--- config.mk ---
export PLATFORM = sky130hd
export DESIGN_NAME = imem_arbiter
export DESIGN_NICKNAME = d
export VERILOG_FILES = /design/src/rtl/imem_arbiter.sv
export SDC_FILE = /design/constraint.sdc
export NUM_CORES = 1
export LEC_CHECK = 0
export CELL_PAD_IN_SITES_DETAIL_PLACEMENT = 2
export CELL_PAD_IN_SITES_GLOBAL_PLACEMENT = 2
export CORE_ASPECT_RATIO = 0.6
export CORE_UTILIZATION = 19
export DETAILED_ROUTE_END_ITERATION = 16
export HOLD_SLACK_MARGIN = 0.02
export PLACE_DENSITY_LB_ADDON = 0.12
export RECOVER_POWER = 100
export SLEW_MARGIN = 20
export SYNTH_ARGS = -nofsm -noshare
export SYNTH_HDL_FRONTEND = slang
export SYNTH_SLANG_ARGS = --single-unit
--- constraint.sdc ---
create_clock -name clk -period 5.1 [get_ports clk]
set_input_delay 1.02 -clock clk [delete_from_list [all_inputs] [get_ports clk]]
set_output_delay 1.02 -clock clk [all_outputs]
set_load 0.02 [all_outputs]
--- src/rtl/imem_arbiter.sv ---
// imem_arbiter: shares one single-ported, synchronous-read memory between the
// instruction-fetch port and the data load/store port. Data wins contention by
// default; a starvation counter forces a fetch grant after STARVE_LIMIT losses.
// Each access takes an issue cycle (ACCESS) and a response cycle (RESP), and the
// next grant may overlap the response so back-to-back accesses run every 2 cycles.
module imem_arbiter #(
    parameter int DATA_WIDTH   = 32,
    parameter int ADDR_WIDTH   = 32,
    parameter int STARVE_LIMIT = 4
) (
    input  logic                  clk,
    input  logic                  rst,
    input  logic                  if_req,
    input  logic [ADDR_WIDTH-1:0] if_addr,
    output logic                  if_gnt,
    output logic                  if_rvalid,
    output logic [DATA_WIDTH-1:0] if_rdata,
    input  logic                  d_req,
    input  logic                  d_we,
    input  logic [ADDR_WIDTH-1:0] d_addr,
    input  logic [DATA_WIDTH-1:0] d_wdata,
    output logic                  d_gnt,
    output logic                  d_rvalid,
    output logic [DATA_WIDTH-1:0] d_rdata,
    output logic                  d_err,
    output logic                  mem_en,
    output logic                  mem_we,
    output logic [ADDR_WIDTH-1:0] mem_addr,
    output logic [DATA_WIDTH-1:0] mem_wdata,
    input  logic [DATA_WIDTH-1:0] mem_rdata
);

    localparam int CW = $clog2(STARVE_LIMIT + 1);
    localparam logic [CW-1:0] STARVE_MAX = CW'(STARVE_LIMIT);

    typedef enum logic [1:0] {
        IDLE   = 2'd0,
        ACCESS = 2'd1,
        RESP   = 2'd2
    } state_t;

    state_t                state_q, state_d;
    logic [CW-1:0]         starve_cnt_q, starve_cnt_d;
    logic                  owner_q, owner_d;      // 1 = data port owns the access
    logic                  we_q, we_d;
    logic                  err_q, err_d;          // misaligned data access
    logic [ADDR_WIDTH-1:0] addr_q, addr_d;        // word index
    logic [DATA_WIDTH-1:0] wdata_q, wdata_d;

    logic arb_slot;
    logic grant_i;
    logic grant_d;

    // Fetch addresses are word aligned by contract; their low bits carry nothing.
    logic unused_if_low;
    assign unused_if_low = ^if_addr[1:0];

    // State and transaction registers; reset drops any in-flight access.
    always_ff @(posedge clk or posedge rst) begin
        if (rst) begin
            state_q      <= IDLE;
            starve_cnt_q <= '0;
            owner_q      <= 1'b0;
            we_q         <= 1'b0;
            err_q        <= 1'b0;
            addr_q       <= '0;
            wdata_q      <= '0;
        end else begin
            state_q      <= state_d;
            starve_cnt_q <= starve_cnt_d;
            owner_q      <= owner_d;
            we_q         <= we_d;
            err_q        <= err_d;
            addr_q       <= addr_d;
            wdata_q      <= wdata_d;
        end
    end

    // Arbitration: data first, unless fetch has lost STARVE_LIMIT times in a row.
    always_comb begin
        arb_slot = (state_q == IDLE) || (state_q == RESP);
        grant_i  = 1'b0;
        grant_d  = 1'b0;
        if (arb_slot) begin
            if (if_req && d_req) begin
                if (starve_cnt_q == STARVE_MAX) begin
                    grant_i = 1'b1;
                end else begin
                    grant_d = 1'b1;
                end
            end else if (if_req) begin
                grant_i = 1'b1;
            end else if (d_req) begin
                grant_d = 1'b1;
            end
        end
    end

    // Next state, captured transaction and starvation count.
    always_comb begin
        state_d      = state_q;
        starve_cnt_d = starve_cnt_q;
        owner_d      = owner_q;
        we_d         = we_q;
        err_d        = err_q;
        addr_d       = addr_q;
        wdata_d      = wdata_q;

        case (state_q)
            IDLE:    state_d = (grant_i || grant_d) ? ACCESS : IDLE;
            ACCESS:  state_d = RESP;
            RESP:    state_d = (grant_i || grant_d) ? ACCESS : IDLE;
            default: state_d = IDLE;
        endcase

        if (grant_i) begin
            owner_d      = 1'b0;
            we_d         = 1'b0;
            err_d        = 1'b0;
            addr_d       = {2'b00, if_addr[ADDR_WIDTH-1:2]};
            wdata_d      = '0;
            starve_cnt_d = '0;
        end else if (grant_d) begin
            owner_d = 1'b1;
            we_d    = d_we;
            err_d   = |d_addr[1:0];
            addr_d  = {2'b00, d_addr[ADDR_WIDTH-1:2]};
            wdata_d = d_wdata;
            if (if_req && (starve_cnt_q != STARVE_MAX)) begin
                starve_cnt_d = starve_cnt_q + CW'(1);
            end
        end
    end

    // Port and memory outputs; grants are masked while reset is asserted.
    always_comb begin
        if_gnt    = grant_i && !rst;
        d_gnt     = grant_d && !rst;
        mem_en    = (state_q == ACCESS) && !err_q;
        mem_we    = (state_q == ACCESS) && !err_q && we_q;
        mem_addr  = addr_q;
        mem_wdata = wdata_q;
        if_rvalid = (state_q == RESP) && !owner_q;
        d_rvalid  = (state_q == RESP) && owner_q;
        d_err     = d_rvalid && err_q;
        if_rdata  = if_rvalid ? mem_rdata : '0;
        d_rdata   = (d_rvalid && !we_q && !err_q) ? mem_rdata : '0;
    end

endmodule

==> results.txt <==
----------------------------------------------------
[STA]
  Slew at the pin with the worst max-slew slack ... roughly 1.9 ns
  Final setup slack of the worst path ... 0.907 ns
  Total Negative Setup Slacks ... 0 ns
  Max Clk Rate ... 0.238 GHz
  Final hold violation count ... 0
  Unrepaired setup endpoints after global routing ... no
  Final setup vio count ... 0
  Worst slew margin ... -0.256
  Period minus WS final ... 4.19 ns
  Clk_skew ... 0.0104 ns
  Part of the cycle the worst path needs ... 0.822
  Max-slew violation count ... 88

[Die]
  Floorplan die height ... 104 um
  Effective utilization at floorplan ... 0.199
  Floorplan core area ... 16600 um2
  Die boundary width ... between 150 and 200 um
  Standard-cell row count ... 36
  Top-level I/O count ... 268
  Die Footprint ... around 18000 um2

[GRT]
  Global-route wire length before repair ... 22100 um
  Congestion Overflow GR ... 0
  All-layer global routing usage ... 0.163
  Antenna violations before repair ... 0
  Pin count of the biggest net entering global routing ... between 70 and 80
  Number of global-route vias before repair ... 3695

[Yosys]
  Seq cells post-synth ... 70
  Mapped Area ... about 3300 um2
  Library cell occupying the most area in the post-synthesis netlist ... sky130_fd_sc_hd__dfrtp_1
  Synth top area cells ... sky130_fd_sc_hd__dfrtp_1 53%, sky130_fd_sc_hd__and2_1 18%, sky130_fd_sc_hd__a221o_1 9.1%
  Sequential fraction of the synthesis area ... 0.529
  Number of library cell types mapped by synthesis ... 28
  Post-synthesis async set-or-reset flop share ... 1.00
  Post-synth EDFFs ... 0
  Post-Synthesis Cells ... 288
  Main flop type after synthesis ... sky130_fd_sc_hd__dfrtp_1
  Most common library cells after synthesis ... 97 x sky130_fd_sc_hd__and2_1, 70 x sky130_fd_sc_hd__dfrtp_1, 34 x sky130_fd_sc_hd__a22o_1
  Most repeated cell in the gate-level netlist after synthesis ... sky130_fd_sc_hd__and2_1
  Share of Yosys cell area claimed by the top area cell type ... 0.529
  Number of synthesis warnings ... 0
  Mean area per synthesized cell ... approximately 11 um2

[Clocking]
  Deepest clock path buffer count ... 2
  Cells resized by post-CTS repair ... 0
  Setup repair bufs after CTS ... 0
  Worst-skew pair later-pin latency ... 0.34 ns
  Count of clock tree sinks ... 70
  Root Buffer ... sky130_fd_sc_hd__clkbuf_16
  TritonCTS Buffers ... 9
  Hold-fix buffers, CTS ... 0
  H-tree depth ... 3
  Clock slew at the register clock pins of the worst setup and hold paths ... 0.06 ns
  CTS tree ... built

[Routing]
  Post-route DRC violation count ... 0
  Initial drt markers ... roughly 140
  Per-cell via count in the routed design ... 4.29
  Detailed-router iteration count before antenna repair ... 4
  Wire length reported by the detailed router ... 14500 um
  Remaining number of nets flagged by the antenna check after routing ... 0
  Via count ... 3338
  Routed WL per cell ... between 15 and 20 um

[Pwr]
  Net switching power of the design ... 674 uW
  Proportion of total power due to net switching ... 0.317
  Design internal power ... 1450 uW
  Static leakage ... a little under 0.003 uW
  Largest vdd supply drop ... 157 uV
  Clock network power share ... 0.333
  Logic pwr share ... 0.330
  PwrDens ... roughly 330 nW/um2
  Sequential share of power ... 0.337

[Placed design]
  Placed Cells incl. Taps ... 759
  Last weighted congestion value of the routability-driven placer ... ~0.73
  Count of port buffers added during placement ... ~260
  Setup slack after placement ... 1.30 ns
  Placed wire-length estimate after detailed placement ... 10800 um

[Hold path]
  Hold path endpoint ... state_q[1]$_DFF_PP0_
  Hold Crit Class ... flop to flop
  Hold path start ... state_q[1]$_DFF_PP0_
  Hold Path Cell Cnt ... 1

[Setup path]
  Maximum net fanout on the critical path ... 18
  Capturing point of the worst reg2reg path ... mem_wdata[10]$_DFFE_PP0P_
  Data required time of the critical path ... 4.08 ns
  Worst Setup End Kind ... primary output
  Launch instance of the worst register-to-register path ... state_q[0]$_DFF_PP0_
  Critical setup path kind ... flop to primary output
  FF-to-FF path depth ... 4
  Critical Path Source Type ... flop
  Arrival time reported for the critical path endpoint ... 3.17 ns
  Setup slack on the worst flop-to-flop path ... 2.22 ns

[Run status]
  Violations in the final reports ... capacitance limit, slew limit
  Result of the run ... finished, violations left

[Layout]
  Register area ... roughly 1800 um2
  Area occupied by multi-input gates ... between 1000 and 1500 um2
  Layout-stage area growth over the synthesis result ... 95.8%
  Fillers ... 1714
  Layout Cells excl Fill ... 778
  Fraction of layout instances using a drive strength above 1 ... 0.0473
  Post-route core utilization ... 0.390
  Final-stage net count ... 680
  Number of diodes added for antenna fixing ... 0

[Flow run]
  Maximum capacitance violations ... 2

----------------------------------------------------
-- logic make-up after synthesis --
group           count (synthesis)  share of synthesized area
compound gates                 72                      0.198
flops                          70                      0.529
buf+inv                        30                     0.0491
other cells                     1                    0.00113
simple gates                  113                      0.215
fa+ha+maj                       2                    0.00756
-- cell type report --
cell class | count | share of cell area
multi-input combinational | 189 | 0.218
timing repair buffer | 270 | 0.413
clock buffer | 10 | 0.0369
tap | 228 | 0.0440
sequential | 70 | 0.270
inverter | 5 | 0.00290
clock inverter | 6 | 0.0145
-- sequential cells by signal, summed over array words and instances, names as in the netlist --
signal,flops
mem_addr,30
err_q,1
starve_cnt_q,3
state_q,2
owner_q,1
we_q,1
mem_wdata,32
-- how the worst max path moves through the flow --
| stage | from | to |
|---|---|---|
| finish | state_q[0]$_DFF_PP0_ | if_rdata[17] |
| global route | state_q[0]$_DFF_PP0_ | if_rdata[17] |
| CTS | state_q[0]$_DFF_PP0_ | d_rdata[17] |
| detailed placement | if_req | if_gnt |
| global placement | d_req | d_gnt |
| floorplan | rst | d_gnt |
-- worst max-delay path: stages (launching register included) --
cell and delay (ns):
sky130_fd_sc_hd__dfrtp_1 0.46, sky130_fd_sc_hd__nor3b_1 1.24, sky130_fd_sc_hd__buf_6 0.29, sky130_fd_sc_hd__and2_1 0.14
sky130_fd_sc_hd__dlygate4sd3_1 0.71
-- stage by stage --
step	hold WS (ns)	area (um2)	total power (uW)
after floorplan	0.416	3310	1070
after global placement	0.447	6150	1470
after detailed placement	0.460	6150	1490
after CTS	0.473	6490	2220
after global routing	0.467	6480	2240
final	0.458	6480	2130
-- cells in the final DEF, fill, tap and decap left out, types with 4 or more instances in the layout --
cell	netlist	final
sky130_fd_sc_hd__a22o_1	34	34
sky130_fd_sc_hd__and2_1	97	62
sky130_fd_sc_hd__dlygate4sd3_1	0	123
sky130_fd_sc_hd__clkdlybuf4s50_1	0	140
sky130_fd_sc_hd__a221o_1	30	30
sky130_fd_sc_hd__and2_0	0	35
sky130_fd_sc_hd__dfrtp_1	70	70
sky130_fd_sc_hd__clkbuf_16	0	9
sky130_fd_sc_hd__nand2_1	4	4
-- power by group through the flow --
stage               registers [uW]  clock network (uW)  logic [uW]
floorplan                      830                   0         242
global route                   731                 758         754
global placement               723                   0         743
detailed placement             731                   0         757
CTS                            725                 739         761
finish                         717                 707         701
-- routing by layer --
metal	routed length, um	GRT usage	share of wire
met3	1530	0.0738	0.11
met1	6010	0.195	0.41
met4	125	0.0379	0.0086
met5	0	0	0
met2	6830	0.264	0.47
(Power assumes the default switching activity.)
